`config.mk`:
```
export PLATFORM = sky130hd
export DESIGN_NAME = axilite_sram_bridge
export DESIGN_NICKNAME = d
export VERILOG_FILES = /design/src/rtl/axilite_sram_bridge.sv
export SDC_FILE = /design/constraint.sdc
export NUM_CORES = 1
export LEC_CHECK = 0
export CAP_MARGIN = 20
export CELL_PAD_IN_SITES_DETAIL_PLACEMENT = 1
export CELL_PAD_IN_SITES_GLOBAL_PLACEMENT = 2
export CORE_AREA = 2 2 221 223
export DETAILED_ROUTE_END_ITERATION = 8
export DIE_AREA = 0 0 223 225
export PLACE_DENSITY = 0.8
export SYNTH_ARGS = -nofsm -noshare
export SYNTH_HDL_FRONTEND = slang
export SYNTH_SLANG_ARGS = --single-unit
export TNS_END_PERCENT = 1
```
`constraint.sdc`:
```
create_clock -name clk -period 2.19 [get_ports clk]
set_input_delay 0.5475 -clock clk [delete_from_list [all_inputs] [get_ports clk]]
set_output_delay 0.5475 -clock clk [all_outputs]
set_load 0.01 [all_outputs]
```
`src/rtl/axilite_sram_bridge.sv`:
```
// axilite_sram_bridge: AXI-Lite slave mapped onto a 128-bit single-port SRAM.
// One transaction in flight; reads return the 32-bit lane picked by addr[3:2].
module axilite_sram_bridge #(
    parameter logic [31:0] ADDR_BASE = 32'h0000_0000,
    parameter int          DEPTH     = 1024,
    parameter int          AW        = $clog2(DEPTH),
    parameter logic [31:0] ERR_DATA  = 32'hDEAD_BEEF
) (
    input  logic          clk,
    input  logic          rst_n,
    input  logic [31:0]   readAddr_addr,
    input  logic          readAddr_valid,
    output logic          readAddr_ready,
    output logic [31:0]   readData_data,
    output logic          readData_valid,
    input  logic          readData_ready,
    input  logic [31:0]   writeAddr_addr,
    input  logic          writeAddr_valid,
    output logic          writeAddr_ready,
    input  logic [127:0]  writeData_data,
    input  logic [15:0]   writeData_strb,
    input  logic          writeData_valid,
    output logic          writeData_ready,
    output logic [31:0]   writeResp_msg,
    output logic          writeResp_valid,
    input  logic          writeResp_ready,
    output logic          sram_cs,
    output logic          sram_we,
    output logic [AW-1:0] sram_addr,
    output logic [127:0]  sram_wdata,
    output logic [15:0]   sram_wmask,
    input  logic [127:0]  sram_rdata
);

    typedef enum logic [2:0] {
        IDLE,
        RD_MEM,
        RD_SEL,
        RD_RESP,
        WR_MEM,
        WR_RESP
    } state_t;

    localparam logic [32:0] SPAN = 33'(DEPTH) << 4;

    state_t      state;
    logic        lastWr;
    logic [1:0]  laneSel;
    logic [31:0] rdOff;
    logic [31:0] wrOff;
    logic        rdIn;
    logic        wrIn;
    logic        wantRd;
    logic        wantWr;
    logic        grantRd;
    logic        grantWr;

    assign rdOff = readAddr_addr - ADDR_BASE;
    assign wrOff = writeAddr_addr - ADDR_BASE;
    assign rdIn  = (readAddr_addr >= ADDR_BASE) && ({1'b0, rdOff} < SPAN);
    assign wrIn  = (writeAddr_addr >= ADDR_BASE) && ({1'b0, wrOff} < SPAN);

    // A write needs both address and data present before it can be granted.
    assign wantRd  = readAddr_valid;
    assign wantWr  = writeAddr_valid && writeData_valid;
    assign grantWr = (state == IDLE) && wantWr && (!wantRd || !lastWr);
    assign grantRd = (state == IDLE) && wantRd && !grantWr;

    assign readAddr_ready  = grantRd;
    assign writeAddr_ready = grantWr;
    assign writeData_ready = grantWr;

    always_ff @(posedge clk or negedge rst_n) begin
        if (!rst_n) begin
            state           <= IDLE;
            lastWr          <= 1'b0;
            laneSel         <= 2'd0;
            sram_cs         <= 1'b0;
            sram_we         <= 1'b0;
            sram_addr       <= '0;
            sram_wdata      <= '0;
            sram_wmask      <= '0;
            readData_data   <= '0;
            readData_valid  <= 1'b0;
            writeResp_msg   <= '0;
            writeResp_valid <= 1'b0;
        end else begin
            sram_cs <= 1'b0;
            sram_we <= 1'b0;
            unique case (state)
                IDLE: begin
                    if (grantWr) begin
                        lastWr <= 1'b1;
                        if (wrIn && |writeData_strb) begin
                            sram_cs    <= 1'b1;
                            sram_we    <= 1'b1;
                            sram_addr  <= wrOff[AW+3:4];
                            sram_wdata <= writeData_data;
                            sram_wmask <= writeData_strb;
                            state      <= WR_MEM;
                        end else begin
                            writeResp_msg   <= wrIn ? 32'd0 : 32'd1;
                            writeResp_valid <= 1'b1;
                            state           <= WR_RESP;
                        end
                    end else if (grantRd) begin
                        lastWr <= 1'b0;
                        if (rdIn) begin
                            sram_cs   <= 1'b1;
                            sram_addr <= rdOff[AW+3:4];
                            laneSel   <= rdOff[3:2];
                            state     <= RD_MEM;
                        end else begin
                            readData_data  <= ERR_DATA;
                            readData_valid <= 1'b1;
                            state          <= RD_RESP;
                        end
                    end
                end
                RD_MEM: begin
                    state <= RD_SEL;
                end
                RD_SEL: begin
                    readData_data  <= sram_rdata[{laneSel, 5'd0} +: 32];
                    readData_valid <= 1'b1;
                    state          <= RD_RESP;
                end
                RD_RESP: begin
                    if (readData_ready) begin
                        readData_valid <= 1'b0;
                        state          <= IDLE;
                    end
                end
                WR_MEM: begin
                    writeResp_msg   <= 32'd0;
                    writeResp_valid <= 1'b1;
                    state           <= WR_RESP;
                end
                WR_RESP: begin
                    if (writeResp_ready) begin
                        writeResp_valid <= 1'b0;
                        state           <= IDLE;
                    end
                end
                default: begin
                    state <= IDLE;
                end
            endcase
        end
    end

endmodule

```
==> summary.md <==
| Metric | Value |
|---|---|
| Result of the run | finished, violations left |
| Violated checks | setup timing |
| Worst reg2reg startpoint | state[2]$_DFFE_PN0P_ |
| Die Ht | 225 um |
| Number of warnings printed during yosys synthesis | 0 |
| Number of synthesized flops with an enable pin | 0 |
| Area growth, synth to finish | 82.87% |
| Sum of internal, switching and leakage power | about 9.9 mW |
| Required time at the worst-slack endpoint | about 2.6 ns |
| Horizontal extent of the die | 223 um |
| Max_cap viols | 0 |
| Worst Tran Pin Value | approximately 0.6 ns |
| CP max stage delay | approximately 0.54 ns |
| Post-synthesis async set-or-reset flop share | 1.000 |
| Total detailed-routing wirelength | around 33 mm |
| Sequential share of the synthesized area | 0.5667 |
| Worst-case clock buffer depth | 2 |
| Number of pins exceeding their max-slew limit in the final report | 0 |
| Number of library cell types mapped by synthesis | 38 |
| Compound-Gate Fraction of Synth Area | 0.04832 |
| Total global-route track usage | 0.1327 |
| Placement row count | 80 |
| DRT Pass-1 Iters | 4 |
| Count of placed standard cells in the final layout, fillers left out | 1799 |
| Number of global-route vias before repair | around 8300 |
| Category of the critical setup timing path | input pin to register |
| CP endpoint kind | register |
| Number of buffers created by CTS | 17 |
| Least setup slack across all paths after layout | -0.05433 ns |
| Half-perimeter wire length of the detailed placement result | between 20 and 30 mm |
| Cell depth of the worst flop-to-flop path | 9 |
| Final-stage net count | about 1500 |
| Class of the tightest hold or removal check | input pin to async pin |
| Total setup violations reported at the end of the flow | 110 |
| Worst EP arrival | 2.60 ns |
| Critical register-to-register path endpoint | sram_wdata[30]$_DFFE_PN0P_ |
| Simple-Gate Fraction of Synth Area | 0.04387 |
| Share of the synthesized netlist area taken by xor and xnor gates | 0 |
| Reported leakage power | just under 7 nW |
| I/O pin count | between 500 and 600 |
| CTS tree | done |
| Post-synthesis average cell area | 14.67 um2 |
| Number of antenna-violating nets in the routed design | 0 |
| Most prevalent standard cell on the critical path | sky130_fd_sc_hd__buf_12 |
| Layout cell share with drive strength beyond 1 | 0.2061 |
| Buffer and inverter count on the worst path | 5 |
| Full die area | 50180 um2 |
| Floorplan Core Area | 47550 um2 |
| Initial Util | 0.1830 |
| Final GP Congestion | roughly 0.76 |
| Proportion of synthesized area in mux cells | 0.2810 |
| Dominant combinational cell family by area after synthesis | multiplexers |
| Clock Pin Slew Worst Setup and Hold Paths | approximately 0.070 ns |
| GRT overflow | 0 |
| Register bit count reported by yosys | 197 |
| Placed inst area | 15080 um2 |
| Ratio of routed vias to standard cells | ~4 |
| Global-route wire length before repair | 49.68 mm |
| Kind of launch point of the worst setup path | input pin |
| List of cells traversed by the critical path | clkdlybuf4s50_1, nor4_2, and4_4, buf_12, nor4_4, buf_6, buf_12, buf_16, mux2_2 |
| Cell family contributing the most delay on the critical path | buffers and inverters |
| Mapped cell area | between 8000 and 9000 um2 |
| Fraction of the mapped netlist area in adder cells | 0 |
| Shortest clock period the worst path allows after layout | roughly 2.2 ns |
| Flip-flop cell with the highest count after synthesis | sky130_fd_sc_hd__dfrtp_1 |
| Ratio of final minimum period to clock period | 1.025 |
| Flop-to-flop setup slack | 0 ns |
| Instance count of the mapped netlist | slightly below 600 |
| Most common library cell in the layout ignoring fill and taps | sky130_fd_sc_hd__clkdlybuf4s50_1 |
| Headroom to the max-slew limit | 0.6012 |
| Start point of the critical path | writeData_strb[14] |
| Count of unresolved DRC violations after routing | 0 |
| Worst clock skew | between 0.015 and 0.02 ns |
| Number of inserted diodes | 0 |
| Number of vias in the routed layout | approximately 7300 |
| Setup repair after global routing missed its margin | yes |
| Standard cell with the maximum stage delay on the critical path | sky130_fd_sc_hd__clkdlybuf4s50_1 |
| Total instance count after detailed placement | 1761 |
| Pin count of the biggest net entering global routing | 55 |
| Initial antenna violation count | 1 |
| Max H-tree Level | 4 |
| Final hold vios | 0 |
| Commonest non-fill, non-tap cells in the layout | 518 x sky130_fd_sc_hd__clkdlybuf4s50_1, 196 x sky130_fd_sc_hd__dfrtp_1, 82 x sky130_fd_sc_hd__mux2_2 |
| DRC violation total after the first TritonRoute iteration | 199 |
| Routed WL per cell | between 15 and 20 um |
| Root buffer selected by CTS | sky130_fd_sc_hd__clkbuf_16 |
| Achievable clock frequency | around 0.45 GHz |
| Worst-skew pair later-pin latency | around 0.48 ns |
| Design area | about 16000 um2 |
| Max Fanout on Critical Path | 20 |
| Max IR drop VDD | around 520 uV |
| PwrDens | 624.8 nW/um2 |
| CTS Hold Buffers Added | 0 |
| Final cell utilization of the core | 0.3346 |
| CTS Sinks | 197 |
| Number of input and output port buffers inserted | between 500 and 600 |
synth_stat cells, types with 8 or more instances:
cell type | number | area share
sky130_fd_sc_hd__mux2_2 | 87 | 0.11
sky130_fd_sc_hd__buf_4 | 39 | 0.034
sky130_fd_sc_hd__o21ai_0 | 12 | 0.0069
sky130_fd_sc_hd__nand2_1 | 18 | 0.0078
sky130_fd_sc_hd__nor3_1 | 11 | 0.0063
sky130_fd_sc_hd__inv_1 | 10 | 0.0043
sky130_fd_sc_hd__mux2i_1 | 8 | 0.0092
sky130_fd_sc_hd__buf_6 | 9 | 0.012
sky130_fd_sc_hd__o22a_1 | 24 | 0.024
sky130_fd_sc_hd__mux4_2 | 32 | 0.083
sky130_fd_sc_hd__nor4_1 | 13 | 0.0093
sky130_fd_sc_hd__clkbuf_1 | 11 | 0.0047
sky130_fd_sc_hd__dfrtp_1 | 197 | 0.57
sky130_fd_sc_hd__a21oi_1 | 16 | 0.0092
sky130_fd_sc_hd__mux2_1 | 59 | 0.076
state kept, by name, indices dropped and copies added (netlist names):
name and count:
readData_valid 1, lastWr 1, sram_cs 1, readData_data 32
writeResp_msg 1, sram_we 1, sram_addr 10, laneSel 2
sram_wdata 128, state 3, sram_wmask 16, writeResp_valid 1
worst max-delay path by stage:
stage | end | depth (start not counted)
6_report | sram_wdata[30]$_DFFE_PN0P_ | 9
5_1_grt | sram_wmask[5]$_DFFE_PN0P_ | 9
4_1_cts | writeAddr_ready | 4
3_5_place_dp | sram_wdata[118]$_DFFE_PN0P_ | 7
3_3_place_gp | sram_wdata[124]$_DFFE_PN0P_ | 7
2_1_floorplan | sram_wdata[102]$_DFFE_PN0P_ | 6
where the power goes:
part           internal (mW)  total [mW]  switching (mW)
Sequential              3.96        4.15           0.196
Combinational           1.56        2.63            1.08
Clock                   1.65        3.16            1.51
metal layers:
| metal | share of wire | GRT usage | wire [um] | vias to the layer above |
|---|---|---|---|---|
| met5 | 0 | 0 | 0 | - |
| met4 | 0.019 | 0.04741 | 637 | 0 |
| met3 | 0.093 | 0.05241 | 3102 | 32 |
| met2 | 0.54 | 0.2482 | 17920 | 370 |
| met1 | 0.35 | 0.1327 | 11790 | 3616 |
| li1 | - | - | - | 3273 |
stage by stage:
step                hold WS (ns)  setup slack [ns]  setup TNS (ns)
floorplan                 0.2519            0.1313               0
global placement          0.4664           -0.6360         -101.16
detailed placement        0.4738           -0.7308         -115.47
CTS                      0.03463          -0.05273          -2.249
global route             0.04897           -0.1303          -12.87
finish                   0.05269          -0.05433          -2.856
repair_timing:
| action | in CTS | in global routing |
|---|---|---|
| pin swaps | 9 | 2 |
| buffers inserted | 4 | 1 |
| gates resized for setup | 45 | 12 |
| gates cloned | 1 | 1 |
| endpoints found under the setup margin | 155 | 153 |
cells by family after synthesis:
kind of cell,after synthesis
flops,197
buf+inv,79
mux,186
simple gates,69
other cells,1
compound gates,61
area by class of cell:
| cell class | instances | area [um2] |
|---|---|---|
| flip-flops and latches | 197 | 4931 |
| repair buffers | 599 | 6102 |
| well taps | 615 | 769.5 |
| clock inverters | 10 | 122.6 |
| clock buffers | 21 | 460.4 |
| multi-input cells | 347 | 3483 |
| inverters | 10 | 40.04 |
| fillers | 5161 | 31640 |
No activity file was read; power rests on OpenSTA's default activity.
